<file path="src/rtl/rv32_pkg.sv">
// Shared rv32 pipeline definitions: bubble encoding, fetch FSM states and the IF/DE entry type.
package rv32_pkg;

    localparam int XLEN = 32;

    localparam logic [XLEN-1:0] NOP_INSTR = 32'h0000_0013;

    localparam logic [1:0] S_REQ  = 2'd0;
    localparam logic [1:0] S_WAIT = 2'd1;
    localparam logic [1:0] S_HOLD = 2'd2;

    typedef struct packed {
        logic [XLEN-1:0] instr;
        logic [XLEN-1:0] pc;
    } fetch_entry_t;

    function automatic logic [XLEN-1:0] word_align(input logic [XLEN-1:0] addr);
        return addr & ~(XLEN'(3));
    endfunction

endpackage

</file>
<file path="src/rtl/fetch_hold_buf.sv">
// One-entry {instr, pc} parking buffer for a response that arrives while decode is stalled.
module fetch_hold_buf
    import rv32_pkg::*;
(
    input  logic         clk_i,
    input  logic         rst_ni,
    input  logic         wr_en_i,
    input  fetch_entry_t wr_entry_i,
    input  logic         clr_i,
    output logic         valid_o,
    output fetch_entry_t entry_o
);

    logic         valid_q, valid_d;
    fetch_entry_t entry_q, entry_d;

    // A clear (redirect or release) wins over a simultaneous write.
    always_comb begin
        valid_d = valid_q;
        entry_d = entry_q;
        if (clr_i) begin
            valid_d = 1'b0;
        end else if (wr_en_i) begin
            valid_d = 1'b1;
            entry_d = wr_entry_i;
        end
    end

    always_ff @(posedge clk_i) begin
        if (!rst_ni) begin
            valid_q <= 1'b0;
            entry_q <= '0;
        end else begin
            valid_q <= valid_d;
            entry_q <= entry_d;
        end
    end

    assign valid_o = valid_q;
    assign entry_o = entry_q;

endmodule

</file>
<file path="src/rtl/fetch_unit.sv">
// IF stage: PC, single-outstanding imem reads, IF/DE register. Optional perf counters
// are enabled by defining FETCH_PERF_CNT_EN.
module fetch_unit #(
    parameter logic [31:0] RESET_PC  = 32'h0000_0000,
    parameter logic [31:0] NOP_INSTR = rv32_pkg::NOP_INSTR,
    parameter logic [31:0] PC_INC    = 32'd4
) (
    input  logic        clk_i,
    input  logic        rst_ni,
    input  logic        stall_i,
    input  logic        pc_sel_i,
    input  logic        false_path_i,
    input  logic [31:0] branch_target_i,
    output logic        imem_req_valid_o,
    input  logic        imem_req_ready_i,
    output logic [31:0] imem_addr_o,
    input  logic        imem_rsp_valid_i,
    input  logic [31:0] imem_rsp_data_i,
    output logic [31:0] instr_fetch_o,
    output logic [31:0] pc_fetch_o,
    output logic [31:0] pc_4_fetch_o,
`ifdef FETCH_PERF_CNT_EN
    output logic [31:0] perf_fetched_o,
    output logic [31:0] perf_squashed_o,
`endif
    output logic        fetch_valid_o
);

    import rv32_pkg::*;

    logic [1:0]  state_q, state_d;
    logic [31:0] pc_q, pc_d;
    logic [31:0] instr_q, instr_d;
    logic [31:0] pcf_q, pcf_d;
    logic        valid_q, valid_d;
    logic        drop_q, drop_d;

    logic         req_valid, accept, rsp_drop, rsp_take;
    logic         load;
    fetch_entry_t load_entry;
    logic         hold_wr, hold_clr, hold_valid;
    fetch_entry_t hold_entry;

    // drop_q marks an abandoned read still in flight; no new request until it returns.
    assign req_valid = rst_ni && (state_q == S_REQ) && !drop_q;
    assign accept    = req_valid && imem_req_ready_i;
    assign rsp_drop  = imem_rsp_valid_i && drop_q;
    assign rsp_take  = imem_rsp_valid_i && !drop_q && (state_q == S_WAIT);

    always_comb begin
        state_d    = state_q;
        pc_d       = pc_q;
        drop_d     = drop_q;
        load       = 1'b0;
        load_entry = '0;
        hold_wr    = 1'b0;
        hold_clr   = 1'b0;

        if (rsp_drop) begin
            drop_d = 1'b0;
        end

        case (state_q)
            S_REQ: begin
                if (accept) begin
                    state_d = S_WAIT;
                end
            end
            S_WAIT: begin
                if (rsp_drop) begin
                    state_d = S_REQ;
                end else if (rsp_take) begin
                    if (stall_i) begin
                        hold_wr = 1'b1;
                        state_d = S_HOLD;
                    end else begin
                        load       = 1'b1;
                        load_entry = '{instr: imem_rsp_data_i, pc: pc_q};
                        pc_d       = pc_q + PC_INC;
                        state_d    = S_REQ;
                    end
                end
            end
            S_HOLD: begin
                if (!stall_i && hold_valid) begin
                    load       = 1'b1;
                    load_entry = hold_entry;
                    hold_clr   = 1'b1;
                    pc_d       = pc_q + PC_INC;
                    state_d    = S_REQ;
                end
            end
            default: state_d = S_REQ;
        endcase

        // Redirect overrides everything; a read left in flight is marked for dropping.
        if (pc_sel_i) begin
            pc_d     = word_align(branch_target_i);
            load     = 1'b0;
            hold_wr  = 1'b0;
            hold_clr = 1'b1;
            if (((state_q == S_WAIT) && !imem_rsp_valid_i) || accept) begin
                drop_d  = 1'b1;
                state_d = S_WAIT;
            end else begin
                state_d = S_REQ;
            end
        end
    end

    // An unstalled decode consumes IF/DE every cycle, so anything not refilled becomes a bubble.
    always_comb begin
        instr_d = instr_q;
        pcf_d   = pcf_q;
        valid_d = valid_q;
        if (false_path_i) begin
            instr_d = NOP_INSTR;
            valid_d = 1'b0;
        end else if (!stall_i) begin
            if (load) begin
                instr_d = load_entry.instr;
                pcf_d   = load_entry.pc;
                valid_d = 1'b1;
            end else begin
                instr_d = NOP_INSTR;
                valid_d = 1'b0;
            end
        end
    end

    always_ff @(posedge clk_i) begin
        if (!rst_ni) begin
            state_q <= S_REQ;
            pc_q    <= RESET_PC;
            instr_q <= NOP_INSTR;
            pcf_q   <= RESET_PC;
            valid_q <= 1'b0;
            drop_q  <= ((state_q == S_WAIT) || drop_q) && !imem_rsp_valid_i;
        end else begin
            state_q <= state_d;
            pc_q    <= pc_d;
            instr_q <= instr_d;
            pcf_q   <= pcf_d;
            valid_q <= valid_d;
            drop_q  <= drop_d;
        end
    end

    fetch_hold_buf u_hold_buf (
        .clk_i      (clk_i),
        .rst_ni     (rst_ni),
        .wr_en_i    (hold_wr),
        .wr_entry_i ('{instr: imem_rsp_data_i, pc: pc_q}),
        .clr_i      (hold_clr),
        .valid_o    (hold_valid),
        .entry_o    (hold_entry)
    );

`ifdef FETCH_PERF_CNT_EN
    logic [31:0] perf_fetched_q, perf_fetched_d;
    logic [31:0] perf_squashed_q, perf_squashed_d;
    logic [1:0]  squash_amt;
    logic [32:0] squash_sum;

    // Both counters saturate rather than wrap.
    always_comb begin
        perf_fetched_d = perf_fetched_q;
        if (load && !false_path_i && (perf_fetched_q != 32'hFFFF_FFFF)) begin
            perf_fetched_d = perf_fetched_q + 32'd1;
        end
        squash_amt      = {1'b0, false_path_i} + {1'b0, rsp_drop};
        squash_sum      = {1'b0, perf_squashed_q} + {31'b0, squash_amt};
        perf_squashed_d = squash_sum[32] ? 32'hFFFF_FFFF : squash_sum[31:0];
    end

    always_ff @(posedge clk_i) begin
        if (!rst_ni) begin
            perf_fetched_q  <= '0;
            perf_squashed_q <= '0;
        end else begin
            perf_fetched_q  <= perf_fetched_d;
            perf_squashed_q <= perf_squashed_d;
        end
    end

    assign perf_fetched_o  = perf_fetched_q;
    assign perf_squashed_o = perf_squashed_q;
`endif

    assign imem_req_valid_o = req_valid;
    assign imem_addr_o      = word_align(pc_q);
    assign instr_fetch_o    = instr_q;
    assign pc_fetch_o       = pcf_q;
    assign pc_4_fetch_o     = pcf_q + PC_INC;
    assign fetch_valid_o    = valid_q;

endmodule

</file>
<file path="config.mk">
export PLATFORM = sky130hd
export DESIGN_NAME = fetch_unit
export DESIGN_NICKNAME = d
export VERILOG_FILES = /design/src/rtl/rv32_pkg.sv /design/src/rtl/fetch_hold_buf.sv /design/src/rtl/fetch_unit.sv
export SDC_FILE = /design/constraint.sdc
export NUM_CORES = 1
export LEC_CHECK = 0
export ABC_CLOCK_PERIOD_IN_PS = 5400
export BUFFER_PORTS_ARGS = -buffer_cell sky130_fd_sc_hd__buf_2
export CAP_MARGIN = 15
export CORE_MARGIN = 2
export CORE_UTILIZATION = 55
export CTS_CLUSTER_SIZE = 24
export DETAILED_ROUTE_END_ITERATION = 8
export GPL_TIMING_DRIVEN = 0
export PLACE_DENSITY = 0.89
export SLEW_MARGIN = 40
export SYNTH_ARGS = -nofsm -noshare
export SYNTH_HDL_FRONTEND = slang
export SYNTH_SLANG_ARGS = --single-unit
</file>
<file path="constraint.sdc">
create_clock -name clk_i -period 5.4 [get_ports clk_i]
set_clock_uncertainty 0.05 [all_clocks]
set_input_delay 0.81 -clock clk_i [delete_from_list [all_inputs] [get_ports clk_i]]
set_output_delay 0.81 -clock clk_i [all_outputs]
set_load 0.02 [all_outputs]
</file>
== After elaboration in Yosys (flattened, before gate mapping) ==
Cells that the tools add are included.
Storage, ports and cells
  flip-flop bits (word level): 165
  input bits: 71
  output and inout port bits: 130
  logic and storage cells: 90
Cells by class
  add/subtract/negate cells: 2
  equality and inequality tests: 12
  multiplexer cells: 37
  bitwise gates (word level): 4
  reductions and logical operators: 25
Operator list (count)
  $mux 32: 6
  $mux 64: 3
  $pmux 64 s2: 1
  $add 32x3->32 const B: 2
  $pmux 32 s2: 1
  $mux 1: 18
  $ne 3x3->1 const B: 5
  $mux 2: 6
  $reduce_and 5->1: 2
  $logic_and 1x1->1: 9
  $ne 2x2->1 const B: 4
  $pmux 2 s3: 1
  $reduce_and 3->1: 2
  $reduce_or 2->1: 3
  $ne 4x4->1 const B: 1
  $not 1->1: 4
  $logic_not 1->1: 3
  $reduce_bool 3->1: 1
  $eq 2x1->1 const B: 1
  $eq 2x2->1 const B: 1
  $logic_not 2->1: 1
  $logic_or 1x1->1: 2
  $pmux 1 s2: 1
  $reduce_and 2->1: 1
  $reduce_bool 2->1: 1

== Depth between registers and ports, before layout ==
Gate-level depths: netlist of the first run.
  depth in word-level cells: 8
  mapped depth: 9
  depth with buffers taken out: 7

== Modules after synthesis ==
Synthesis of the first run repeated with hierarchy kept, for this count alone.
Unflattened totals
  cell total of the unflattened synthesis: 981
  area, all modules: 8160.3 µm²
Modules (own cells, without submodules)
  fetch_unit: instances 1, cells each 700, area each 5499.0 µm², seq. area each 1961.9 µm²
  fetch_hold_buf: instances 1, cells each 281, area each 2661.3 µm², seq. area each 1301.2 µm²

== Worst setup path after synthesis of the first run ==
OpenSTA, ideal clock, no wires.
  path type: register to output
  start point: reg pcf_q[9], in the netlist pc_fetch_o[9]
  end point: out pc_4_fetch_o[31]
  arrival time: 1893 ps
  required time: 4540 ps
  slack: 2647 ps
  stages on the path, launching flop included: 7
  buffers on the path: 1
  cells stage by stage: dfxtp_1 -> and4_1 -> clkbuf_1 -> and2_1 -> nand4_1 -> nor3_1 -> xor2_1
On the way
  word-level cells in the longest chain between the ends: 1
Ends and longest elaborated chain
  start, declared: line fetch_unit.sv:34  | logic [31:0] pcf_q, pcf_d;
  start signal, assigned: line fetch_unit.sv:143  | pcf_q <= pcf_d;
  $add 32x3->32: line fetch_unit.sv:194  | assign pc_4_fetch_o = pcf_q + PC_INC;
  end, declared: line fetch_unit.sv:21  | output logic [31:0] pc_4_fetch_o,
Every way passes these cells.

== Final worst setup path of the first run ==
  start point: reg pcf_q[10], in the netlist pc_fetch_o[10]
  end point: out pc_4_fetch_o[31]
Same word-level chain as after synthesis.

==> flow_metrics.tcl, run 1 <==
set metrics [dict create \
    first_global_vias 7211 \
    yosysSeqAreaShare 0.415 \
    drt_pass1_iterations 5 \
    clock-root-buffer "clkbuf_16" \
    multi_input_area_sq_um 4120 \
    drc 0 \
    ant_nets 0 \
    antenna_found_initial 0 \
    ctsHoldBuffers 0 \
    cp.required_ns 4.54 \
    cp_slowest_cell "dfxtp_1" \
    met1_usage 0.387 \
    hold_ws_ns 0.412 \
    htree_num_levels 4 \
    ys_seq_elements 159 \
    grt_use_met3 0.0735 \
    drv_cap 0 \
    post_cts_buffers 0 \
    nNetsFinal 1258 \
    hold_violations 0 \
    cts_buffers 17 \
    place_inst 1342 \
    path_buf_inv 2 \
    grt_use_met2 0.476 \
    r2r_start "state_q[0]" \
    gr-total-overflow 0 \
    syn_area_sq_um 7670 \
    core_area_sq_um 13800 \
    gp_congestion 0.899 \
    wl_per_cell_um 16.2 \
    grt_pass1_wl_um 35200 \
    clk_pin_slew_worst_paths_ns 0.06 \
    min_path_cells 2 \
    ctsResizeCount 0 \
    max_freq_ghz 0.310 \
    num_vias 7867 \
    cts_tree "done" \
    hp-class "flip-flop to flip-flop" \
    p_leak_uw 0.00369 \
    cp_cell_sequence "and4_1 > clkbuf_1 > and2_1 > nand4_1 > nor3_1 > xor2_1 > buf_2" \
    port-buffer-count 191 \
    max_stage_delay_ns 0.44 \
    cp.depth 7 \
    postLayoutCoreUtil 0.691 \
    ys.flop_type "dfxtp_1" \
    cellPowerDensity_nw_per_um2 291 \
    chipHeight_um 122 \
    yosysWarnings 0 \
    dieArea_sq_um 14900 \
    grtUsageTotal 0.299 \
    drt_iter0_markers 776 \
    viasPerCell 5.73 \
    path_delay_family "simple AND/OR/NAND/NOR gates" \
    cp-startpoint "pc_fetch_o[10]" \
    wl_um 22300 \
    drive_gt1_frac 0.209 \
    finalNonFillerCells 1374 \
    hpwlAfterDp_um 16000 \
    min_period_ns 3.23 \
    timing.rr.end "pc_fetch_o[2]" \
    reg2regPathDepth 9 \
    setup_viol 0 \
    worstMarginPinSlew_ns 0.688 \
    slew_headroom 0.539 \
    busiest_layer "met2" \
    synth_edf_count 0 \
    fill_cells 1109 \
    synthCells 966 \
    clock_latency_ns 0.43 \
    cts_buffer_depth 2 \
    rrSetupSlack_ns 2.69 \
    yosysUniqueCellTypes 53 \
    cp-end-kind "output port" \
    start_util 0.557 \
    synth_area_per_cell_sq_um 7.94 \
    io_pins 201 \
    vdd_drop_max_mv 0.222 \
    grt_setup_unrepaired "false" \
    cts.sinks 159 \
    crit_end "pc_4_fetch_o[31]" \
    final-max-slew-violation-count 0 \
    area_delta_synth_final_pct 24.0 \
    timing.critical_path.arrival_ns 2.37 \
    start_kind "flip-flop" \
    setup-tns-final_ns 0 \
    chipWidth_um 122 \
    crit_type "flip-flop to output port" \
    path_max_fanout 7 \
    core.rowCount 43 \
    antenna_cells 0 \
    status "complete, no violations" \
    grt_max_degree 17 \
    synthArstFlopShare 0 \
    seqCellArea_sq_um 3180 \
    period_share 0.598 \
]
## tightest hold or removal path: cells and delay by family (launching register included)
kind            cells  cell delay, ns
compound gates      1            0.06
flops               1            0.31
simple gates        1            0.05
## cell usage after synthesis (2+ instances only)
| cell type | count | area share |
|---|---|---|
| nand2_1 | 184 | 0.090 |
| dfxtp_1 | 159 | 0.41 |
| nor2_1 | 82 | 0.040 |
| a21boi_0 | 80 | 0.078 |
| clkbuf_1 | 63 | 0.031 |
| a21oi_1 | 54 | 0.035 |
| nand3_1 | 46 | 0.030 |
| o21ai_0 | 34 | 0.022 |
| a22o_1 | 30 | 0.034 |
| a22oi_1 | 29 | 0.028 |
| xor2_1 | 27 | 0.031 |
| nand4_1 | 23 | 0.019 |
| xnor2_1 | 23 | 0.026 |
| a21boi_1 | 14 | 0.014 |
| buf_2 | 13 | 0.0085 |
| and3_1 | 8 | 0.0065 |
| inv_1 | 8 | 0.0039 |
| nor3_1 | 8 | 0.0052 |
| nor4_1 | 8 | 0.0065 |
| and4_1 | 6 | 0.0068 |
| buf_4 | 6 | 0.0059 |
| ha_1 | 6 | 0.0098 |
| nor2b_1 | 5 | 0.0041 |
| a31oi_1 | 4 | 0.0033 |
| and2_1 | 4 | 0.0033 |
| nand2b_1 | 4 | 0.0033 |
| or3_1 | 4 | 0.0033 |
| a221oi_1 | 3 | 0.0034 |
| a211o_1 | 2 | 0.0023 |
| and3b_1 | 2 | 0.0023 |
| buf_1 | 2 | 0.00098 |
| mux2i_1 | 2 | 0.0026 |
| nand4b_1 | 2 | 0.0023 |
| o22ai_1 | 2 | 0.0016 |
## sequential cells by signal, summed over array words and instances (netlist names)
name,count
drop_q,1
fetch_valid_o,1
instr_fetch_o,32
pc_fetch_o,30
pc_q,30
state_q,2
u_hold_buf.entry_o,62
u_hold_buf.valid_o,1
## per-stage QoR
stage / cell area (sq um) / power [uW] / setup WS, ns
5_1_grt: 9510 / 2830 / 1.90
3_3_place_gp: 8870 / 1480 / 2.35
4_1_cts: 9510 / 2760 / 2.15
2_1_floorplan: 7690 / 1390 / 2.65
6_report: 9510 / 2760 / 2.17
3_5_place_dp: 8870 / 1480 / 2.32
## logic make-up (layout without fill, tap and decap cells)
| group | count (synthesis) | count (layout) | share of synthesized area |
|---|---|---|---|
| DFF | 159 | 159 | 0.415 |
| and+or+nand+nor | 393 | 393 | 0.231 |
| muxes | 2 | 2 | 0.00261 |
| xor gates and xnor gates | 50 | 50 | 0.0571 |
| AOI/OAI and AO/OA | 262 | 262 | 0.234 |
| other | 1 | 6 | 0.000489 |
| adders and majority gates | 6 | 6 | 0.00978 |
| buffers and inverters | 93 | 316 | 0.0505 |
## cell usage in the layout (no fill, tap or decap), drive strengths merged, types with 4 or more instances in the layout
| master | synthesis | routed |
|---|---|---|
| and3 | 8 | 8 |
| o21ai | 36 | 36 |
| nand4 | 23 | 23 |
| nand2 | 184 | 184 |
| nor4 | 8 | 8 |
| and2 | 4 | 4 |
| clkinvlp | 0 | 5 |
| nor2 | 82 | 82 |
| xnor2 | 23 | 23 |
| clkbuf | 63 | 82 |
| a22oi | 29 | 29 |
| conb | 1 | 6 |
| a31oi | 4 | 4 |
| a22o | 30 | 30 |
| xor2 | 27 | 27 |
| bufinv | 0 | 4 |
| nand2b | 4 | 4 |
| ha | 6 | 6 |
| nor3 | 8 | 8 |
| a21oi | 54 | 54 |
| a21boi | 94 | 94 |
| or3 | 5 | 5 |
| dfxtp | 159 | 159 |
| nor2b | 5 | 5 |
| and4 | 6 | 6 |
| buf | 21 | 212 |
| inv | 8 | 10 |
| nand3 | 47 | 47 |
## area by class of cell
cell class                 instances  share of cell area
sequential                       159               0.335
clock buffer                      19              0.0476
inverter                           9             0.00355
clock inverter                    13              0.0195
buffer                            84              0.0372
multi-input combinational        719               0.433
timing repair buffer             191               0.100
tap                              180              0.0237
## metal layers
layer | vias to the layer above | part of all wire | wire, um
met5 | - | 0 | 0
met4 | 0 | 0.033 | 740
met3 | 65 | 0.084 | 1880
met2 | 380 | 0.46 | 10300
met1 | 3641 | 0.42 | 9370
li1 | 3781 | - | -
## how the worst min path moves through the flow
stage / from / to
after global placement: u_hold_buf.entry_o[9] / u_hold_buf.entry_o[9]
after CTS: u_hold_buf.entry_o[8] / u_hold_buf.entry_o[8]
after floorplan: u_hold_buf.entry_o[32] / u_hold_buf.entry_o[32]
after global routing: u_hold_buf.entry_o[20] / u_hold_buf.entry_o[20]
final: u_hold_buf.entry_o[9] / u_hold_buf.entry_o[9]
after detailed placement: u_hold_buf.entry_o[8] / u_hold_buf.entry_o[8]
## where the power goes
group / internal [uW] / total, uW / switching (uW)
sequential: 1200 / 1230 / 35.2
clock: 799 / 1300 / 497
combinational: 86.7 / 238 / 151
total: 2080 / 2760 / 683
Note: power is estimated with default switching activity, not from simulation.
==> inputs of run 2 (changes only) <==
--- a/config.mk
+++ b/config.mk
@@ -5,15 +5,15 @@
 export SDC_FILE = /design/constraint.sdc
 export NUM_CORES = 1
 export LEC_CHECK = 0
-export ABC_CLOCK_PERIOD_IN_PS = 5400
+export ABC_CLOCK_PERIOD_IN_PS = 2600
 export BUFFER_PORTS_ARGS = -buffer_cell sky130_fd_sc_hd__buf_2
 export CAP_MARGIN = 15
 export CORE_MARGIN = 2
-export CORE_UTILIZATION = 55
+export CORE_UTILIZATION = 48
 export CTS_CLUSTER_SIZE = 24
 export DETAILED_ROUTE_END_ITERATION = 8
 export GPL_TIMING_DRIVEN = 0
-export PLACE_DENSITY = 0.89
+export PLACE_DENSITY = 0.83
 export SLEW_MARGIN = 40
 export SYNTH_ARGS = -nofsm -noshare
 export SYNTH_HDL_FRONTEND = slang
==> constraint.sdc (replaced) <==
create_clock -name clk_i -period 2.6 [get_ports clk_i]
set_clock_uncertainty 0.05 [all_clocks]
set_input_delay 0.39 -clock clk_i [delete_from_list [all_inputs] [get_ports clk_i]]
set_output_delay 0.39 -clock clk_i [all_outputs]
set_load 0.02 [all_outputs]
==> run 2 against run 1 <==
Final cell count rose by 2.8%. Final area is 1.4% higher. Non-clock buffer count is 1 higher. Total power up 110%. Via count down 0.36%. Sequential cell count did not move. First-iteration DRC count grew 0.77%. Largest cell class unchanged. Highest routed layer unchanged.
==> flow_metrics.tcl, run 2 (synthesis gave the netlist of run 1 again) <==
set metrics [dict create \
    holdCritStartpoint "branch_target_i[2]" \
    timing.critical_path.arrival_ns 2.70 \
    clk_pin_slew_worst_paths_ns 0.07 \
    max_freq_ghz 0.405 \
    largest_register_ffs 62 \
    finalNonFillerCells 1412 \
    fill_cells 1428 \
    path_max_fanout 10 \
    setup_viol 0 \
    min_period_ns 2.47 \
    hp-class "input port to flip-flop" \
    wl_um 22900 \
    cts_buffer_depth 2 \
    hold_ws_ns 0.151 \
    drt_iter0_markers 782 \
    cts_buffers 17 \
    final_common_cell "buf_2" \
    cts.sinks 159 \
    cellPowerDensity_nw_per_um2 591 \
    cts_tree "done" \
    dieArea_sq_um 17000 \
    status "complete, no violations" \
    start_util 0.487 \
    switching_share 0.261 \
    first_global_vias 7021 \
    switchingPower_uw 1490 \
    crit_type "flip-flop to flip-flop" \
    drt_pass1_iterations 5 \
    core.rowCount 46 \
    num_vias 7839 \
    p_seq_frac 0.448 \
    antenna_found_initial 0 \
    rrSetupSlack_ns 0.13 \
    pwr-share-clk 0.465 \
    htree_num_levels 4 \
    clock-root-buffer "clkbuf_16" \
    grtUsageTotal 0.262 \
    start_kind "flip-flop" \
    cp-end-kind "flip-flop" \
    layout_common_cells "203 x buf_2, 184 x nand2_1, 147 x dfxtp_1" \
    p_leak_uw 0.00372 \
    vdd_drop_max_mv 0.404 \
    port-buffer-count 191 \
    drc 0 \
    core_area_sq_um 15800 \
    nNetsFinal 1259 \
    cp.required_ns 2.83 \
    drive_gt1_frac 0.232 \
    final-max-slew-violation-count 0 \
    p_comb_frac 0.087 \
    wl_per_cell_um 16.2 \
    worstMarginPinSlew_ns 0.768 \
    reg2regPathDepth 8 \
    clock_latency_ns 0.43 \
    r2r_start "state_q[1]" \
    grt_max_degree 17 \
    gp_congestion 0.908 \
    min_path_cells 2 \
    place_inst 1378 \
    hold_violations 0 \
    period_share 0.950 \
    grt_pass1_wl_um 35200 \
    chipHeight_um 130 \
    io_pins 201 \
    chipWidth_um 130 \
    slew_headroom 0.486 \
    viasPerCell 5.55 \
    gr-total-overflow 0 \
    hpwlAfterDp_um 16600 \
    ant_nets 0 \
    drv_cap 0 \
    p_total_uw 5700 \
    grt_setup_unrepaired "true" \
    internal-power_uw 4210 \
    cp-startpoint "state_q[1]" \
    area_delta_synth_final_pct 25.6 \
]
## run 2: repair_timing
| item | CTS | global route |
|---|---|---|
| setup endpoints to repair | 13 | 54 |
| gates resized for setup | 10 | 22 |
| hold buffers | 0 | 0 |
| setup buffers | 1 | 3 |
| pin swaps | 3 | 6 |
## run 2: critical path, stage by stage (launching register included)
cell and delay (ns):
dfxtp_1 0.33, inv_1 0.10, ha_1 0.31, mux2i_1 0.18
a211oi_2 0.57, buf_2 0.34, nand4_1 0.14, xor2_1 0.20
a21oi_1 0.10
## run 2: layout make-up
type                            instances  area [sq um]  share of cell area
Timing Repair Buffer                  195           988               0.103
Clock buffer                           17           425              0.0441
Sequential cell                       159          3200               0.332
Antenna cell                            1          2.50            0.000260
Inverter                                9          33.8             0.00350
Clock inverter                         15           198              0.0205
Buffer                                 81           344              0.0357
Tap cell                              216           270              0.0280
Multi-Input combinational cell        719          4180               0.433
## run 2: stage by stage
| step | setup WS [ns] | util | TNS, ns | cell area (sq um) |
|---|---|---|---|---|
| 6_report | 0.129 | 0.611 | 0 | 9640 |
| 5_1_grt | -0.0343 | 0.611 | -0.0840 | 9640 |
| 4_1_cts | 0.0112 | 0.607 | 0 | 9570 |
| 3_5_place_dp | 0.0149 | 0.566 | 0 | 8920 |
| 3_3_place_gp | 0.0977 | 0.566 | 0 | 8920 |
| 2_1_floorplan | 0.267 | - | 0 | 7690 |
## run 2: worst paths after layout
path,end
max,pc_q[17]
min,pc_q[2]
max reg2reg,pc_q[17]
min reg2reg,u_hold_buf.entry_o[60]
## run 2: metal layers
metal / GRT usage / routed length (um) / vias up
li1: - / - / 3782
met1: 0.346 / 9900 / 3635
met3: 0.0517 / 1670 / 62
met4: 0.115 / 768 / 0
met2: 0.421 / 10600 / 360
met5: 0 / 0 / -
## run 2: power groups by stage
stage	Sequential [uW]	Clock, uW	Combinational, uW
after floorplan	2620	0	265
after global placement	2600	0	478
after detailed placement	2600	0	484
after CTS	2550	2650	489
after global routing	2560	2770	537
final	2550	2650	495
==> inputs of run 3 (changes only) <==
--- a/config.mk
+++ b/config.mk
@@ -8,12 +8,13 @@
 export ABC_CLOCK_PERIOD_IN_PS = 2600
 export BUFFER_PORTS_ARGS = -buffer_cell sky130_fd_sc_hd__buf_2
 export CAP_MARGIN = 15
-export CORE_MARGIN = 2
+export CORE_MARGIN = 3
 export CORE_UTILIZATION = 48
 export CTS_CLUSTER_SIZE = 24
 export DETAILED_ROUTE_END_ITERATION = 8
 export GPL_TIMING_DRIVEN = 0
 export PLACE_DENSITY = 0.83
+export REMOVE_ABC_BUFFERS = 1
 export SLEW_MARGIN = 40
 export SYNTH_ARGS = -nofsm -noshare
 export SYNTH_HDL_FRONTEND = slang
==> run 3 against run 2 <==
Final cell count decreased by 4.5%. Non-clock buffer count decreased by 62. Register-to-register slack about the same. Critical path type is now flip-flop to output port. Count of clock-buffer cells in the layout increased by 3.
==> flow_metrics.tcl, run 3 (synthesis gave the netlist of run 1 again) <==
set metrics [dict create \
    antenna_found_initial 4 \
    hold_ws_ns 0.157 \
    setup_viol 0 \
    min_period_ns 2.50 \
    pwr-share-clk 0.451 \
    chipHeight_um 132 \
    cp-end-kind "output port" \
    drt_pass1_iterations 6 \
    path_max_fanout 7 \
    hpwlAfterDp_um 14100 \
    status "complete, no violations" \
    p_seq_frac 0.459 \
    max_freq_ghz 0.400 \
    rrSetupSlack_ns 0.14 \
    min_path_cells 2 \
    r2r_start "state_q[0]" \
    fill_cells 1360 \
    timing.critical_path.arrival_ns 2.06 \
    htree_num_levels 4 \
    largest_register_ffs 62 \
    start_util 0.497 \
    cts.sinks 159 \
    drt_iter0_markers 606 \
    cts_buffers 17 \
    viasPerCell 5.61 \
    first_global_vias 6921 \
    timing.rr.end "pc_fetch_o[26]" \
    finalNonFillerCells 1348 \
    chipWidth_um 132 \
    multi_input_area_sq_um 4280 \
    grtUsageTotal 0.242 \
    grt_pass1_wl_um 35000 \
    wl_um 22200 \
    crit_type "flip-flop to output port" \
    path_delay_family "simple AND/OR/NAND/NOR gates" \
    cp_slowest_cell "dfxtp_2" \
    ant_nets 0 \
    max_stage_delay_ns 0.40 \
    path_buf_inv 2 \
    seqCellArea_sq_um 3200 \
    io_pins 201 \
    vdd_drop_max_mv 0.382 \
    start_kind "flip-flop" \
    dieArea_sq_um 17500 \
    dpl-instance-area_sq_um 8750 \
    internal-power_uw 4170 \
    p_leak_uw 0.00369 \
    worstMarginPinSlew_ns 0.825 \
    clk_pin_slew_worst_paths_ns 0.06 \
    period_share 0.960 \
    core_area_sq_um 15400 \
    grt_max_degree 67 \
    cp.required_ns 2.16 \
    switching_share 0.252 \
    drive_gt1_frac 0.253 \
    cts_tree "done" \
    area_delta_synth_final_pct 25.4 \
    gp_congestion 0.827 \
    postLayoutCoreUtil 0.624 \
    final_area_sq_um 9620 \
    nNetsFinal 1199 \
    p_comb_frac 0.090 \
    clock_latency_ns 0.42 \
    wl_per_cell_um 16.5 \
    drc 0 \
    clock-root-buffer "clkbuf_16" \
    num_vias 7569 \
    drv_cap 0 \
    cts_buffer_depth 2 \
    min_to "pc_q[2]" \
    hp-class "input port to flip-flop" \
    switchingPower_uw 1400 \
    port-buffer-count 192 \
    reg2regPathDepth 9 \
    setup-tns-final_ns 0 \
    hold_violations 0 \
    place_inst 1298 \
    gr-total-overflow 0 \
    cellPowerDensity_nw_per_um2 579 \
    layout_common_cells "190 x buf_2, 184 x nand2_1, 146 x dfxtp_1" \
    core.rowCount 45 \
    slew_headroom 0.450 \
    final-max-slew-violation-count 0 \
    final_common_cell "buf_2" \
    cp_cell_sequence "and4_4 > and3_4 > nand4_1 > buf_4 > nor3_1 > xor2_1 > buf_2" \
    holdCritStartpoint "branch_target_i[2]" \
]
[run 3: cell types whose count changed in the layout (fill, tap and decap cells not counted), sizes merged]
cell / previous run / this run
and3b: 2 / 4
buf: 216 / 214
bufinv: 3 / 2
clkbuf: 77 / 20
clkinv: 4 / 6
clkinvlp: 1 / 2
diode: 1 / 2
inv: 16 / 11
[run 3: through the flow]
step                setup slack (ns)  total power (uW)
floorplan                      -1.33              2830
global placement               -3.98              3050
detailed placement            -0.891              3070
CTS                          0.00984              5560
global route                -0.00417              5740
finish                         0.103              5570
[run 3: cell type report]
| class | instances | area share |
|---|---|---|
| clock buffer | 20 | 0.0485 |
| inverter | 9 | 0.00377 |
| sequential | 159 | 0.333 |
| antenna | 2 | 0.000520 |
| timing repair buffer | 214 | 0.128 |
| multi-input combinational | 721 | 0.445 |
| tap | 211 | 0.0274 |
| clock inverter | 12 | 0.0139 |
[run 3: power by group through the flow]
stage                     combinational, uW  clock, uW  sequential [uW]
after floorplan                         207          0             2630
after global placement                  443          0             2600
after detailed placement                462          0             2610
after CTS                               472       2540             2550
after global routing                    544       2640             2560
final                                   503       2510             2560
[run 3: worst max path at each step]
| stage | slack (ns) | from | depth (start not counted) | endpoint |
|---|---|---|---|---|
| floorplan | -1.33 | state_q[1] | 7 | pc_fetch_o[11] |
| global route | -0.004 | pc_fetch_o[13] | 7 | pc_4_fetch_o[31] |
| global placement | -3.98 | stall_i | 6 | pc_fetch_o[22] |
| finish | 0.10 | pc_fetch_o[13] | 7 | pc_4_fetch_o[31] |
| detailed placement | -0.89 | stall_i | 8 | pc_fetch_o[24] |
| CTS | 0.01 | pc_fetch_o[2] | 7 | pc_4_fetch_o[28] |
[run 3: per-layer routing]
layer	global-route usage	wire length, um	up-vias
met4	0.0947	554	4
met1	0.315	9700	3574
li1	-	-	3664
met5	0	21	-
met2	0.397	10500	288
met3	0.0460	1450	39
[run 3: repair_timing]
action	4_1_cts	5_1_grt
gates resized for setup	16	23
pin swaps	6	7
buffers inserted	5	9
setup endpoints to repair	51	100
endpoints found under the hold margin	0	0
hold buffers	0	0
gates cloned	1	1
